### config.mk
export PLATFORM = sky130hd
export DESIGN_NAME = timer_multi
export DESIGN_NICKNAME = d
export VERILOG_FILES = /design/src/rtl/timer_multi.sv
export SDC_FILE = /design/constraint.sdc
export NUM_CORES = 1
export LEC_CHECK = 0
export ABC_AREA = 0
export ABC_CLOCK_PERIOD_IN_PS = 8770
export CELL_PAD_IN_SITES_DETAIL_PLACEMENT = 1
export CELL_PAD_IN_SITES_GLOBAL_PLACEMENT = 1
export CORE_MARGIN = 2
export CORE_UTILIZATION = 28
export CTS_BUF_LIST = sky130_fd_sc_hd__clkbuf_8
export CTS_CLUSTER_SIZE = 40
export DETAILED_ROUTE_END_ITERATION = 7
export GPL_TIMING_DRIVEN = 0
export PLACE_DENSITY = 0.55
export SETUP_SLACK_MARGIN = 0.02
export SLEW_MARGIN = 10
export SYNTH_ARGS = -nofsm -noshare
export SYNTH_HDL_FRONTEND = slang
export SYNTH_SLANG_ARGS = --single-unit
### constraint.sdc
create_clock -name clk -period 8.77 [get_ports clk]
set_clock_uncertainty 0.15 [all_clocks]
set_input_delay 1.754 -clock clk [delete_from_list [all_inputs] [get_ports clk]]
set_output_delay 1.754 -clock clk [all_outputs]
set_load 0.01 [all_outputs]
### src/rtl/timer_multi.sv
// Multi-channel down-counting timer with a shared prescaler, one-shot/periodic
// modes, forced reload and per-channel write-1-to-clear interrupt flags.
module timer_multi #(
   parameter int NUM_CH      = 4,
   parameter int CNT_WIDTH   = 32,
   parameter int PRESC_WIDTH = 16
) (
   input  logic              clk,
   input  logic              resetn,
   input  logic              bus_valid,
   input  logic              bus_we,
   input  logic [7:0]        bus_addr,
   input  logic [31:0]       bus_wdata,
   output logic [31:0]       bus_rdata,
   output logic              bus_ready,
   output logic [NUM_CH-1:0] irq,
   output logic              irq_any
);

   logic                   ready_q;
   logic [31:0]            rdata_q;
   logic [PRESC_WIDTH-1:0] presc_q, presc_d;
   logic [PRESC_WIDTH-1:0] presc_cnt_q, presc_cnt_d;
   logic [NUM_CH-1:0]      en_q, en_d;
   logic [NUM_CH-1:0]      mode_q, mode_d;
   logic [NUM_CH-1:0]      ien_q, ien_d;
   logic [NUM_CH-1:0]      flag_q, flag_d;
   logic [CNT_WIDTH-1:0]   load_q [NUM_CH];
   logic [CNT_WIDTH-1:0]   load_d [NUM_CH];
   logic [CNT_WIDTH-1:0]   count_q [NUM_CH];
   logic [CNT_WIDTH-1:0]   count_d [NUM_CH];

   logic              accept;
   logic              wr_en;
   logic              glob_sel;
   logic [1:0]        reg_sel;
   logic              tick;
   logic [NUM_CH-1:0] ch_wr;
   logic [31:0]       rd_data;
   logic              unused_bits;

   // An access is taken on the edge that raises ready; ready then drops, so
   // a held bus_valid cannot be accepted twice back to back.
   assign accept   = bus_valid & ~ready_q;
   assign wr_en    = accept & bus_we;
   assign glob_sel = bus_addr[7];
   assign reg_sel  = bus_addr[3:2];
   assign tick     = (presc_cnt_q == presc_q);

   assign unused_bits = ^{bus_addr[1:0], bus_wdata};

   always_comb begin
      for (int i = 0; i < NUM_CH; i++) begin
         ch_wr[i] = wr_en && !glob_sel && (bus_addr[6:4] == 3'(i));
      end
   end

   always_comb begin
      presc_d     = presc_q;
      presc_cnt_d = tick ? '0 : presc_cnt_q + PRESC_WIDTH'(1);
      if (wr_en && glob_sel && bus_addr[6:2] == 5'd0) begin
         presc_d     = bus_wdata[PRESC_WIDTH-1:0];
         presc_cnt_d = '0;
      end

      for (int i = 0; i < NUM_CH; i++) begin
         en_d[i]    = en_q[i];
         mode_d[i]  = mode_q[i];
         ien_d[i]   = ien_q[i];
         flag_d[i]  = flag_q[i];
         load_d[i]  = load_q[i];
         count_d[i] = count_q[i];

         // Clear first so that an expiry on the same edge sets the flag again.
         if (ch_wr[i] && reg_sel == 2'd3 && bus_wdata[0]) begin
            flag_d[i] = 1'b0;
         end

         if (en_q[i] && tick) begin
            if (count_q[i] != '0) begin
               count_d[i] = count_q[i] - CNT_WIDTH'(1);
            end else begin
               flag_d[i] = 1'b1;
               if (mode_q[i]) begin
                  count_d[i] = load_q[i];
               end else begin
                  en_d[i] = 1'b0;
               end
            end
         end

         // A CTRL write overrides whatever the tick did to EN and COUNT.
         if (ch_wr[i] && reg_sel == 2'd0) begin
            en_d[i]   = bus_wdata[0];
            mode_d[i] = bus_wdata[1];
            ien_d[i]  = bus_wdata[2];
            if ((bus_wdata[0] && !en_q[i]) || bus_wdata[3]) begin
               count_d[i] = load_q[i];
            end
         end

         if (ch_wr[i] && reg_sel == 2'd1) begin
            load_d[i] = bus_wdata[CNT_WIDTH-1:0];
         end
      end
   end

   always_comb begin
      rd_data = '0;
      if (glob_sel) begin
         if (bus_addr[6:2] == 5'd0) begin
            rd_data[PRESC_WIDTH-1:0] = presc_q;
         end else if (bus_addr[6:2] == 5'd1) begin
            rd_data[NUM_CH-1:0] = flag_q;
         end
      end else begin
         for (int i = 0; i < NUM_CH; i++) begin
            if (bus_addr[6:4] == 3'(i)) begin
               case (reg_sel)
                  2'd0:    rd_data[2:0] = {ien_q[i], mode_q[i], en_q[i]};
                  2'd1:    rd_data[CNT_WIDTH-1:0] = load_q[i];
                  2'd2:    rd_data[CNT_WIDTH-1:0] = count_q[i];
                  default: rd_data[0] = flag_q[i];
               endcase
            end
         end
      end
   end

   always_ff @(posedge clk or negedge resetn) begin
      if (!resetn) begin
         ready_q     <= 1'b0;
         rdata_q     <= '0;
         presc_q     <= '0;
         presc_cnt_q <= '0;
         en_q        <= '0;
         mode_q      <= '0;
         ien_q       <= '0;
         flag_q      <= '0;
         for (int i = 0; i < NUM_CH; i++) begin
            load_q[i]  <= '0;
            count_q[i] <= '0;
         end
      end else begin
         ready_q     <= accept;
         if (accept) begin
            rdata_q <= bus_we ? '0 : rd_data;
         end
         presc_q     <= presc_d;
         presc_cnt_q <= presc_cnt_d;
         en_q        <= en_d;
         mode_q      <= mode_d;
         ien_q       <= ien_d;
         flag_q      <= flag_d;
         for (int i = 0; i < NUM_CH; i++) begin
            load_q[i]  <= load_d[i];
            count_q[i] <= count_d[i];
         end
      end
   end

   assign bus_ready = ready_q;
   assign bus_rdata = rdata_q;
   assign irq       = flag_q & ien_q;
   assign irq_any   = |irq;

endmodule
==> impl_metrics.yaml <==
status:
  outcome: "complete, no violations"
critical_path:
  critPathLaunchType: "input port"
  r2r_slack_ns: 4.14
  crit_type: "input port to register"
  critPathMaxStageDelay_ns: 0.84
  crit_slowest_cell: "buf_1"
  cp.arrival_ns: 6.55
  crit_fanout: 10
  endpoint_kind: "register"
  timing.rr.end: "count_q[51]"
  reg2reg_depth: 10
  crit_chain: "clkdlybuf4s50_1 -> inv_1 -> ha_1 -> clkbuf_1 -> clkbuf_1 -> buf_1 -> a22oi_1 -> o21ai_0 -> a221oi_1 -> o32ai_1 -> a22o_1"
  r2r-start: "presc_cnt_q[5]"
  crit_required_ns: 9.21
  cpMostUsedCell: "clkbuf_1"
clock_tree:
  insertion_delay_ns: 0.68
  cts_resized: 0
  numCtsBuffers: 69
  path_clk_slew_ns: 0.06
  clkSinkCount: 337
  cts_tree: "done"
  cts_root_buffer: "clkbuf_8"
  post_cts_buffers: 0
  cts_buffer_depth: 3
  hold_buffers: 0
  ctsHtreeMaxLevel: 3
floorplanning:
  ios: 82
  dieArea_sq_um: 70900
  fp.dieH_um: 266
  start_util: 0.282
  rows: 96
  dieWidth_um: 266
  core_area_sq_um: 68300
final_layout:
  synthToLayoutAreaGrowth_pct: 17.1
  final_util: 0.330
  drive_gt1_frac: 0.128
  fillers: 7831
  nets: 2274
  finish.instance_area_sq_um: 22600
placement:
  gp_congestion: 0.949
  placed_area_sq_um: 21300
  io_buffers: 77
  pre_cts_ws_ns: 2.06
  hpwl_um: 70800
global_routing:
  use_met1: 0.368
  grt_pass1_wl_um: 139000
  globalRouteOverflowTotal: 0
  antenna_found_initial: 8
  busiest_layer: "met2"
  met2_usage: 0.419
  met3_usage: 0.0340
  grt_pass1_vias: 19200
  track_usage: 0.268
  grt_start_max_net_pins: 81
pwr:
  powerDensity_nw_per_um2: 184
  max-vdd-ir-drop_mv: 0.0801
  totalPowerFinal_w: 0.00414
  leakage_nw: 9.00
yosys:
  synth_warnings: 0
  synth_area_sq_um: 19300
  ys_types: 82
  ys.flop_type: "dfrtp_1"
  synth_cells: 2063
  ys_seq_elements: 337
  synth.net_count: 2121
  synth_edf_count: 0
  syn_avg_cell_area_sq_um: 9.34
  synth_seq_area_share: 0.438
  synth-async-reset-ratio: 1.00
drt:
  drc_errors: 0
  viasPerCell: 6.07
  vias: 19100
  ant_nets: 0
  wire_per_inst_um: 30.3
  wl_um: 95500
  drt_iter0_drc: 1669
  drt_pass1_iterations: 6
min_path:
  hp-class: "register to register"
  min_to: "bus_rdata[12]"
  whs_path_depth: 1
  min-delay-start: "bus_rdata[12]"
job:
  drv_cap: 0
timing:
  fin_hold_ws_ns: 0.360
  slew_violations: 0
  relSlewSlack: 0.206
  fin_crit_sh: 0.696
  rsz0062_at_grt: "false"
  finalHoldViolations: 0
  clock.fmax_mhz: 164
  setup_viol: 0
  finalCriticalPeriod_ns: 6.11
  setup_slack_ns: 2.66
  worst_pin_slew_ns: 1.18
[sequential cells by signal, indices dropped and copies added (netlist names)]
name,flops
bus_rdata,32
bus_ready,1
count_q,128
en_q,4
flag_q,4
ien_q,4
load_q,128
mode_q,4
presc_cnt_q,16
presc_q,16
[cell type report]
cell class              instances  area (sq um)  share of cell area
well taps                     882          1100              0.0489
clock inverters                43           209             0.00926
inverters                      32           120             0.00532
flip-flops and latches        337          8430               0.374
multi-input cells            1543         10100               0.449
repair buffers                 82           893              0.0396
clock buffers                  78          1070              0.0476
plain buffers                 151           583              0.0258
diodes                          3          7.51            0.000333
[worst max path at each step]
| stage | from | end | slack (ns) |
|---|---|---|---|
| after floorplan | bus_addr[4] | presc_cnt_q[10] | 4.88 |
| after global placement | resetn | count_q[73] | -10.25 |
| after detailed placement | bus_addr[3] | bus_rdata[30] | 2.06 |
| after CTS | bus_addr[3] | bus_rdata[30] | 2.76 |
| after global routing | bus_addr[3] | bus_rdata[30] | 2.63 |
| final | bus_addr[3] | bus_rdata[30] | 2.66 |
[layer usage]
| metal | wire [um] | vias to the layer above |
|---|---|---|
| met3 | 5830 | 181 |
| met5 | 0 | - |
| met4 | 4400 | 0 |
| met2 | 43400 | 793 |
| li1 | - | 8222 |
| met1 | 41800 | 9931 |
[synthesized netlist by cell type, types with 22 or more instances]
cell      count  area (sq um)
a22oi_1      65           488
a22o_1       39           342
o22ai_1      22           138
nor4_1       25           156
a211oi_1     23           173
nor3_1       71           355
nor2_1      220           826
a31oi_1      31           194
mux2_2      152          1710
a221oi_1     72           631
nand2_1     141           529
nand3_1      78           390
o21ai_0     141           706
a21oi_1     104           521
inv_1        32           120
o32ai_1      24           210
clkbuf_1    126           473
dfrtp_1     337          8430
[kinds of logic after synthesis]
logic type | synth area share
buf+inv | 0.0365
mux | 0.0941
fa+ha+maj | 0.00909
simple gates | 0.172
xor+xnor | 0.0136
flops | 0.438
compound gates | 0.237
[cell usage in the layout (no fill, tap or decap), types with 12 or more instances in the layout]
cell type	synthesis	layout
a21oi_1	104	104
a211oi_1	23	23
and2_1	17	17
o32ai_1	24	24
o211ai_1	12	12
nand2_1	141	141
dfrtp_1	337	337
o31ai_1	13	13
buf_1	14	14
nor4_1	25	25
nor2_1	220	220
ha_1	14	14
nor3_1	71	70
a221oi_1	72	72
o21ai_0	141	141
a22o_1	39	39
clkdlybuf4s50_1	0	76
and3_1	13	13
or3_1	21	21
inv_1	32	59
a31oi_1	31	31
clkbuf_1	126	126
o22ai_1	22	22
a22oi_1	65	65
clkbuf_8	0	78
mux2_2	152	152
nand3_1	78	78
o32a_1	18	18
nand4_1	20	20
or4_1	16	16
xnor2_1	21	21
[metrics by stage]
stage / cells / TNS, ns
final: 3151 / 0
after global placement: 3022 / -3440.06
after CTS: 3148 / 0
after global routing: 3150 / 0
after detailed placement: 3027 / 0
after floorplan: 2063 / 0
[worst max-delay path, delay by kind of cell]
kind / cells / cell delay (ns)
AOI/OAI and AO/OA: 5 / 1.52
buffers and inverters: 5 / 2.91
adders and majority gates: 1 / 0.35
[where the power goes]
part,internal (W),switching (W),leakage (nW)
sequential,0.00168,0.000204,4.38
clock,0.000818,0.000788,0.761
combinational,0.000243,0.000413,3.86
Note: power is estimated with default switching activity, not from simulation.
